**src/rtl/fpnew_pkg.sv**
```systemverilog
// ---------------------------------------------------------------------------
// fpnew_pkg
// Shared types for the sdotp arbiter slice.
//   - sdotp_req_t / sdotp_rsp_t : packed request and response payloads
//   - id_width()                : bits needed to name one of n requesters
// ---------------------------------------------------------------------------
package fpnew_pkg;

    localparam int unsigned SdotpReqDataWidth = 3*64 + 16;
    localparam int unsigned SdotpRspDataWidth = 64 + 6;

    // Request payload: three operands, then operation, modifier, formats and
    // rounding mode. The 16 control bits are packed below the operands.
    typedef struct packed {
        logic [2:0][63:0] operands;
        logic [3:0]       op;
        logic             op_mod;
        logic [2:0]       src_fmt;
        logic [2:0]       dst_fmt;
        logic [1:0]       int_fmt;
        logic [2:0]       rnd_mode;
    } sdotp_req_t;

    // Response payload: result, IEEE status flags and the extension bit.
    typedef struct packed {
        logic [63:0] result;
        logic [4:0]  status;
        logic        ext_bit;
    } sdotp_rsp_t;

    // A single requester still needs one bit so that vectors stay legal.
    function automatic int unsigned id_width(input int unsigned n);
        return (n > 1) ? $clog2(n) : 1;
    endfunction

endpackage

```
**src/rtl/fpnew_sdotp_id_fifo.sv**
```systemverilog
// ---------------------------------------------------------------------------
// fpnew_sdotp_id_fifo
// In-order FIFO of requester IDs, one entry per operation in flight.
//   clk_i, rst_ni : clock, synchronous active-low reset
//   flush_i       : empties the FIFO on the next edge (wins over push/pop)
//   push_i/id_i   : store id_i unless full (no pass-through when full)
//   pop_i         : drop the head unless empty
//   full_o/empty_o: occupancy flags
//   head_o        : ID at the head
// ---------------------------------------------------------------------------
module fpnew_sdotp_id_fifo #(
    parameter int unsigned Depth   = 4,
    parameter int unsigned IdWidth = 2
) (
    input  logic               clk_i,
    input  logic               rst_ni,
    input  logic               flush_i,
    input  logic               push_i,
    input  logic [IdWidth-1:0] id_i,
    input  logic               pop_i,
    output logic               full_o,
    output logic               empty_o,
    output logic [IdWidth-1:0] head_o
);

    localparam int unsigned AddrWidth = $clog2(Depth);
    localparam int unsigned PtrWidth  = AddrWidth + 1;

    logic [PtrWidth-1:0] wptr_q, wptr_d;
    logic [PtrWidth-1:0] rptr_q, rptr_d;
    logic [IdWidth-1:0]  mem_q [Depth];
    logic                push_ok;
    logic                pop_ok;

    // The extra pointer MSB tells a full FIFO (wrapped once) from an empty one.
    assign full_o  = (wptr_q[PtrWidth-1] != rptr_q[PtrWidth-1]) &&
                     (wptr_q[AddrWidth-1:0] == rptr_q[AddrWidth-1:0]);
    assign empty_o = (wptr_q == rptr_q);
    assign head_o  = mem_q[rptr_q[AddrWidth-1:0]];

    // Full is checked before any pop, so a full FIFO never accepts a push
    // even when its head leaves in the same cycle.
    assign push_ok = push_i && !full_o;
    assign pop_ok  = pop_i && !empty_o;

    // Next pointer values; a flush rewinds both pointers to the origin.
    always_comb begin
        wptr_d = wptr_q;
        rptr_d = rptr_q;
        if (flush_i) begin
            wptr_d = '0;
            rptr_d = '0;
        end else begin
            if (push_ok) begin
                wptr_d = wptr_q + PtrWidth'(1);
            end
            if (pop_ok) begin
                rptr_d = rptr_q + PtrWidth'(1);
            end
        end
    end

    // Pointer registers.
    always_ff @(posedge clk_i) begin
        if (!rst_ni) begin
            wptr_q <= '0;
            rptr_q <= '0;
        end else begin
            wptr_q <= wptr_d;
            rptr_q <= rptr_d;
        end
    end

    // Storage needs no reset: entries are only read between push and pop.
    always_ff @(posedge clk_i) begin
        if (push_ok && !flush_i) begin
            mem_q[wptr_q[AddrWidth-1:0]] <= id_i;
        end
    end

endmodule

```
**src/rtl/fpnew_sdotp_arbiter.sv**
```systemverilog
// ---------------------------------------------------------------------------
// fpnew_sdotp_arbiter
// Shares one dot-product unit between NumReq requesters. Requests are granted
// round-robin; the granted index is queued so that in-order results go back
// to the requester that issued them.
//   clk_i, rst_ni          : clock, synchronous active-low reset
//   flush_i                : drop every in-flight ID, forwarded to the unit
//   req_valid_i/ready_o    : per-requester request handshake
//   req_data_i             : per-requester payload
//   rsp_valid_o/ready_i    : per-requester response handshake
//   rsp_data_o             : shared response payload (unit result, no delay)
//   unit_req_*             : issue handshake towards the unit
//   unit_rsp_*             : result handshake from the unit
//   unit_flush_o           : flush_i passed through
//   busy_o                 : something is in flight
//   err_o                  : sticky, a result came with nothing in flight
// ---------------------------------------------------------------------------
module fpnew_sdotp_arbiter
    import fpnew_pkg::*;
#(
    parameter int unsigned NumReq         = 4,
    parameter int unsigned ReqDataWidth   = 3*64 + 16,
    parameter int unsigned RspDataWidth   = 64 + 6,
    parameter int unsigned MaxOutstanding = 4
) (
    input  logic                                 clk_i,
    input  logic                                 rst_ni,
    input  logic                                 flush_i,
    input  logic [NumReq-1:0]                    req_valid_i,
    output logic [NumReq-1:0]                    req_ready_o,
    input  logic [NumReq-1:0][ReqDataWidth-1:0]  req_data_i,
    output logic [NumReq-1:0]                    rsp_valid_o,
    input  logic [NumReq-1:0]                    rsp_ready_i,
    output logic [RspDataWidth-1:0]              rsp_data_o,
    output logic                                 unit_req_valid_o,
    input  logic                                 unit_req_ready_i,
    output logic [ReqDataWidth-1:0]              unit_req_data_o,
    input  logic                                 unit_rsp_valid_i,
    output logic                                 unit_rsp_ready_o,
    input  logic [RspDataWidth-1:0]              unit_rsp_data_i,
    output logic                                 unit_flush_o,
    output logic                                 busy_o,
    output logic                                 err_o
);

    localparam int unsigned IdWidth   = id_width(NumReq);
    localparam int unsigned CandWidth = IdWidth + 1;

    logic [IdWidth-1:0]   rr_q, rr_d;
    logic                 err_q, err_d;
    logic [IdWidth-1:0]   gnt_idx;
    logic                 gnt_found;
    logic [CandWidth-1:0] cand;
    logic                 issue;
    logic                 rsp_pop;
    logic                 id_full;
    logic                 id_empty;
    logic [IdWidth-1:0]   head;

    // Round-robin search: the first valid requester at or after rr_q,
    // wrapping past NumReq-1 back to 0.
    always_comb begin
        gnt_idx   = rr_q;
        gnt_found = 1'b0;
        cand      = '0;
        for (int unsigned i = 0; i < NumReq; i++) begin
            cand = {1'b0, rr_q} + CandWidth'(i);
            if (cand >= CandWidth'(NumReq)) begin
                cand = cand - CandWidth'(NumReq);
            end
            if (!gnt_found && req_valid_i[cand[IdWidth-1:0]]) begin
                gnt_idx   = cand[IdWidth-1:0];
                gnt_found = 1'b1;
            end
        end
    end

    assign unit_req_valid_o = gnt_found && !id_full && !flush_i;
    assign unit_req_data_o  = req_data_i[gnt_idx];
    assign issue            = unit_req_valid_o && unit_req_ready_i;
    assign unit_flush_o     = flush_i;

    // Only the granted requester sees ready, and only when the unit takes it.
    always_comb begin
        req_ready_o          = '0;
        req_ready_o[gnt_idx] = issue;
    end

    // Results come back in issue order, so the FIFO head names their owner.
    // With nothing in flight the unit is drained unconditionally.
    assign unit_rsp_ready_o = id_empty ? 1'b1 : rsp_ready_i[head];
    assign rsp_pop          = unit_rsp_valid_i && unit_rsp_ready_o && !id_empty;
    assign rsp_data_o       = unit_rsp_data_i;
    assign busy_o           = !id_empty && rst_ni;
    assign err_o            = err_q;

    // Reset is synchronous, so the FIFO may still look occupied during the
    // first reset cycle; gating with rst_ni keeps responses quiet meanwhile.
    always_comb begin
        rsp_valid_o = '0;
        if (!id_empty && rst_ni) begin
            rsp_valid_o[head] = unit_rsp_valid_i;
        end
    end

    // The pointer moves past the granted requester only on a real issue,
    // so a stalled grant can be overtaken by a lower index next cycle.
    always_comb begin
        rr_d  = rr_q;
        err_d = err_q || (unit_rsp_valid_i && id_empty);
        if (issue) begin
            rr_d = (gnt_idx == IdWidth'(NumReq - 1)) ? '0 : gnt_idx + IdWidth'(1);
        end
    end

    // Round-robin pointer and sticky error flag; flush touches neither.
    always_ff @(posedge clk_i) begin
        if (!rst_ni) begin
            rr_q  <= '0;
            err_q <= 1'b0;
        end else begin
            rr_q  <= rr_d;
            err_q <= err_d;
        end
    end

    fpnew_sdotp_id_fifo #(
        .Depth   (MaxOutstanding),
        .IdWidth (IdWidth)
    ) i_id_fifo (
        .clk_i   (clk_i),
        .rst_ni  (rst_ni),
        .flush_i (flush_i),
        .push_i  (issue),
        .id_i    (gnt_idx),
        .pop_i   (rsp_pop),
        .full_o  (id_full),
        .empty_o (id_empty),
        .head_o  (head)
    );

endmodule
```
**config.mk**
```make
export PLATFORM = sky130hd
export DESIGN_NAME = fpnew_sdotp_arbiter
export DESIGN_NICKNAME = d
export VERILOG_FILES = /design/src/rtl/fpnew_pkg.sv /design/src/rtl/fpnew_sdotp_id_fifo.sv /design/src/rtl/fpnew_sdotp_arbiter.sv
export SDC_FILE = /design/constraint.sdc
export NUM_CORES = 1
export LEC_CHECK = 0
export CAP_MARGIN = 20
export CORE_AREA = 2 2 471 473
export CTS_CLUSTER_SIZE = 12
export DETAILED_ROUTE_END_ITERATION = 16
export DIE_AREA = 0 0 473 475
export HOLD_SLACK_MARGIN = 0.05
export PLACE_DENSITY = 0.3
export SLEW_MARGIN = 10
export SYNTH_ARGS = -nofsm -noshare
export SYNTH_HDL_FRONTEND = slang
export SYNTH_SLANG_ARGS = --single-unit
```
**constraint.sdc**
```tcl
create_clock -name clk_i -period 3 [get_ports clk_i]
set_input_delay 0.3 -clock clk_i [delete_from_list [all_inputs] [get_ports clk_i]]
set_output_delay 0.3 -clock clk_i [all_outputs]
set_load 0.02 [all_outputs]
```
### After elaboration in Yosys (flattened, before gate mapping)

Memory sizes are Yosys's and may differ from the RTL's. A register that Yosys moved wholly into a read port is not among the register bits.
Index checks and enable logic that the tools add are counted.

* memory bits (writable): 8
* logic and storage cells: 93
* input port bits: 915
* flip-flop bits (word level): 9
* memories: 1

Memory list
* i_id_fifo.mem_q: depth 4, bits a word 2, read ports 1, clocked after memory_dff 1, wr ports 1, RTL line fpnew_sdotp_id_fifo.sv:31 `logic [IdWidth-1:0] mem_q [Depth];`

* muxes and demuxes: 35
* magnitude comparators: 12
* reduce and logical (&&, ||, !) cells: 24
* add/sub/neg operators: 10
* bitwise gates (word level): 3
* equality and inequality tests: 4

Operators with widths (count)
* 208-bit binary-select mux with 2-bit select: 1
* 208-bit 2-to-1 mux: 1
* 2-bit 2-to-1 mux: 11
* 2-bit by 3-bit less-than comparator with 1-bit output (second input constant): 6
* 1-bit logical AND: 16
* 1-bit 2-to-1 mux: 14
* 1-bit binary-select mux with 2-bit select: 5
* 3-bit >= comparator (second input constant): 3
* 4-bit bitwise AND: 2
* 2-bit by 1-bit subtractor with 2-bit output (second input constant): 4
* 2-bit by 2-bit adder with 3-bit output (second input constant): 2
* 3-bit by 1-bit adder with 3-bit output (second input constant): 2
* 1-bit logical NOT: 6
* 1-bit demux with 2-bit select: 2
* 2-bit by 1-bit >= comparator with 1-bit output (second input constant): 2
* 4-bit 2-to-1 mux: 1
* 2-bit by 1-bit adder with 3-bit output (second input constant): 1
* 3-bit equality test: 1
* 2-bit by 3-bit >= comparator with 1-bit output (second input constant): 1
* 2-bit by 1-bit adder with 2-bit output (second input constant): 1
* 2-bit equality test: 1
* 2-bit equality test (second input constant): 1
* 2-bit OR reduction: 1
* 1-bit logical OR: 1
* other kinds (2): 2

### Depth between registers and ports, before layout

* depth after elaboration: 21
* gate-level depth with buffers: 9

### Modules after synthesis

From an unflattened synthesis, not the netlist that was laid out.

* cell total of the unflattened synthesis: 455
* area, all modules: 6787.8 um^2

Modules (own cells, without submodules)
* fpnew_sdotp_arbiter: seq. area each 60.1 um^2, cells an instance 375, times used 1, area an instance 5901.9 um^2
* fpnew_sdotp_id_fifo: seq. area each 400.4 um^2, cells an instance 80, times used 1, area an instance 885.8 um^2

### Worst setup path before layout

No wires, ideal clock.

* kind: input to output
* start point: in req_valid_i[2]
* end point: out unit_req_data_o[184]
* arrival time: 2.018 ns
* cell stages on the path: 8
* path buffers: 3
* path slack: 0.682 ns
* data required time: 2.700 ns
* cell sequence: nor2b_1 -> a21o_1 -> a221oi_2 -> inv_2 -> buf_2 -> buf_6 -> buf_6 -> mux4_2

* longest elaborated chain between the ends: 14

Ends and longest elaborated chain
* start, declared: RTL line fpnew_sdotp_arbiter.sv:29 `input logic [NumReq-1:0] req_valid_i,`
* 1-bit binary-select mux with 2-bit select: RTL line fpnew_sdotp_arbiter.sv:71 `if (!gnt_found && req_valid_i[cand[IdWidth-1:0]]) begin`
* 1-bit 2-to-1 mux (not written as such): RTL line fpnew_sdotp_arbiter.sv:71
* 1-bit 2-to-1 mux: RTL line fpnew_sdotp_arbiter.sv:71
* 1-bit logical NOT: RTL line fpnew_sdotp_arbiter.sv:71
* 1-bit logical AND: RTL line fpnew_sdotp_arbiter.sv:71
* 1-bit 2-to-1 mux: RTL line fpnew_sdotp_arbiter.sv:71
* 1-bit logical NOT: RTL line fpnew_sdotp_arbiter.sv:71
* 1-bit logical AND: RTL line fpnew_sdotp_arbiter.sv:71
* 1-bit 2-to-1 mux: RTL line fpnew_sdotp_arbiter.sv:71
* 1-bit logical NOT: RTL line fpnew_sdotp_arbiter.sv:71
* 1-bit logical AND: RTL line fpnew_sdotp_arbiter.sv:71
* 2-bit 2-to-1 mux *: RTL line fpnew_sdotp_arbiter.sv:71
* named net gnt_idx[0]: RTL line fpnew_sdotp_arbiter.sv:51 `logic [IdWidth-1:0] gnt_idx;`
* 208-bit binary-select mux with 2-bit select *: RTL line fpnew_sdotp_arbiter.sv:79 `assign unit_req_data_o = req_data_i[gnt_idx];`
* 208-bit 2-to-1 mux (not written as such) *: RTL line fpnew_sdotp_arbiter.sv:79
* end, declared: RTL line fpnew_sdotp_arbiter.sv:37 `output logic [ReqDataWidth-1:0] unit_req_data_o,`

The timed path passes the listed nets; every way through them passes the cells marked *. The select of a mux whose other input is x is not followed.

### Worst setup path in the final report

* start point: in req_valid_i[3]
* end point: out unit_req_data_o[75]

The elaborated chain is that of the path after synthesis.

==> flow_metrics.env <==
export IMPL_outcome="complete, no violations"
export IMPL_drtIter0Drc=689
export IMPL_power_density_nw_per_um2=296
export IMPL_synth_area_leaders="mux4_2, buf_4, edfxtp_1"
export IMPL_worst_slack_ns=0.0408
export IMPL_cts_buffers=3
export IMPL_cp_cell_sequence="clkdlybuf4s15_1 > buf_4 > inv_2 > a21o_1 > a221oi_4 > buf_12 > inv_16 > buf_16 > buf_12 > mux4_2 > dlygate4sd2_1"
export IMPL_worstSetupStartpointType="input port"
export IMPL_synth_seq_area_share=0.0705
export IMPL_fillers=25200
export IMPL_holdPathEnd="err_o"
export IMPL_pin_count=1206
export IMPL_final_period_minus_worst_setup_slack_ns=2.96
export IMPL_synth_cell_types=36
export IMPL_wirelength_mm=198
export IMPL_dp_cells=4307
export IMPL_endpoint_kind="output pin"
export IMPL_cts_htree_levels=1
export IMPL_grt_pass1_wl_mm=221
export IMPL_netlist_instances=432
export IMPL_core_um2=219000
export IMPL_critical_path_max_fanout=10
export IMPL_grt_pass1_vias=11100
export IMPL_synthArstFlopShare=0
export IMPL_postSynthAreaPerCell_um2=15.1
export IMPL_port_buffers=1065
export IMPL_hpwl_mm=190
export IMPL_start_util=0.0298
export IMPL_nNetsFinal=2391
export IMPL_synth_warning_count=0
export IMPL_final_util=0.0994
export IMPL_synth_area_um2=6540
export IMPL_synth_top_area_frac=0.724
export IMPL_layout_drive_gt1_share=0.306
export IMPL_ant_nets=0
export IMPL_worstRegToRegCells=9
export IMPL_hold_depth=1
export IMPL_grt_use_total=0.169
export IMPL_hold_viol=0
export IMPL_maxSlewHeadroom=0.680
export IMPL_r2r_start="rr_q[1]"
export IMPL_dieArea_um2=225000
export IMPL_cpMostUsedCell="buf_12"
export IMPL_min_delay_start="err_o"
export IMPL_dr_pass1_iters=5
export IMPL_grt_start_max_net_pins=35
export IMPL_insertion_delay_ns=0.27
export IMPL_arrival_ns=2.66
export IMPL_slowest_delay_ns=0.46
export IMPL_cap_violations=0
export IMPL_r2r_end="rr_q[0]"
export IMPL_vias_per_cell=2.60
export IMPL_max_vdd_ir_drop_v=0.000159
export IMPL_rsz0062_at_grt="true"
export IMPL_r2r_slack_ns=0.80
export IMPL_synth_edf_count=8
export IMPL_vias=11400
export IMPL_worst_slew_pin_slew_ns=0.479
export IMPL_gp_congestion=0.986
export IMPL_criticalPathCategory="in2out"
export IMPL_slew_viol_final=0
export IMPL_period_share=0.986
export IMPL_row_count=172
export IMPL_antenna_found_initial=367
export IMPL_drcViolationCount=0
export IMPL_place_ws_ns=-0.473
export IMPL_cts_sinks=19
export IMPL_syn2layout_area_growth_pct=233
export IMPL_min_path_type="reg2reg"
export IMPL_cts_tree="yes"
export IMPL_hold_slack_ns=0.492
export IMPL_syn_nets=1356
export IMPL_synth_seq_cells=19
export IMPL_skew_ns=0.00850
export IMPL_p_leak_nw=7.12
export IMPL_path_clk_slew_ns=0.07
export IMPL_required_ns=2.70
export IMPL_fp_dieW_um=473
export IMPL_grt_overflow_total=0
export IMPL_finalSetupViolations=0
export IMPL_final_cells=4398
export IMPL_fp_dieH_um=475
export IMPL_cpMaxStageDelayCell="mux4_2"
export IMPL_max_freq_mhz=338
export IMPL_root_buffer="clkbuf_16"
export IMPL_cts_max_path_buffers=2
export IMPL_synth_top_area_cell="mux4_2"
export IMPL_wl_per_cell_um=44.9
export IMPL_synth_top_flop_cell="dfxtp_1"
[Yosys cell counts (all sizes together) (2+ instances only)]
cell	count
mux4	210
buf	112
dfxtp	11
inv	10
a21oi	9
ha	9
and3	8
edfxtp	8
clkbuf	7
nor2	7
and2	5
o21ai	4
xnor2	4
mux2i	3
nand2	2
nand2b	2
nand3b	2
nor2b	2
nor3b	2
o21a	2
or3	2
[repair_timing]
action	4_1_cts	5_1_grt
resized for setup	94	15
hold buffers	0	0
setup endpoints to repair	205	54
gates cloned	1	1
pin swaps	1	0
buffers inserted	13	11
[routing by layer]
layer	part of all wire	up-vias	wire, um	global-route usage
li1	-	4037	-	-
met1	0.31	5221	60800	0.157
met2	0.50	1415	98000	0.304
met3	0.16	580	32000	0.116
met4	0.029	168	5650	0.0293
met5	0.0055	-	1090	0
[cell families after synthesis]
group | share of synthesized area
simple gates | 0.0308
fa+ha+maj | 0.0172
flops | 0.0705
compound gates | 0.0203
buf+inv | 0.124
xor+xnor | 0.00670
mux | 0.730
[worst max-delay path by stage]
stage,start,to,cells after the start
2_1_floorplan,req_valid_i[2],unit_req_data_o[184],8
3_3_place_gp,req_valid_i[3],unit_req_data_o[49],9
3_5_place_dp,req_valid_i[2],unit_req_data_o[41],9
4_1_cts,rr_q[1],unit_req_data_o[89],9
5_1_grt,rr_q[1],unit_req_data_o[81],9
6_report,req_valid_i[3],unit_req_data_o[75],11
[where the power goes]
part	switching [mW]	total [mW]	internal, mW
clock network	0.126	0.307	0.180
logic	2.81	5.86	3.05
registers	0.00561	0.284	0.278
total	2.94	6.45	3.51
[critical path, delay by kind of cell]
kind,cells,cell delay (ns)
AOI/OAI and AO/OA,2,0.48
buffers and inverters,8,1.34
muxes,1,0.46
[layout make-up]
| cell class | instances | area [um^2] | share of cell area |
|---|---|---|---|
| clock inverters | 1 | 5.00 | 0.000230 |
| diodes | 61 | 153 | 0.00701 |
| multi-input cells | 284 | 5290 | 0.243 |
| repair buffers | 1149 | 12100 | 0.558 |
| inverters | 10 | 53.8 | 0.00247 |
| well taps | 2871 | 3590 | 0.165 |
| clock buffers | 3 | 75.1 | 0.00345 |
| flip-flops and latches | 19 | 462 | 0.0212 |
[stage by stage]
stage / TNS (ns) / area (um^2) / power, mW
floorplan: 0 / 6540 / 2.37
global placement: -61.99 / 21200 / 6.26
finish: 0 / 21800 / 6.45
CTS: 0 / 21400 / 6.58
global route: -0.0592 / 21700 / 6.73
detailed placement: -55.13 / 21200 / 6.25
[placed cells by master (no fill, tap or decap), drive strengths merged, types with 3 or more instances in the layout]
cell type	netlist	final
clkdlybuf4s50	0	848
and2	5	5
dfxtp	11	11
mux4	210	210
clkbuf	7	4
a21oi	9	9
o21ai	4	4
ha	9	9
inv	10	10
buf	112	226
dlymetal6s2s	0	3
xnor2	4	4
and3	8	8
mux2i	3	3
nor2	7	7
edfxtp	8	8
dlygate4sd2	0	69
diode	0	61
Note: power is estimated with default switching activity, not from simulation.
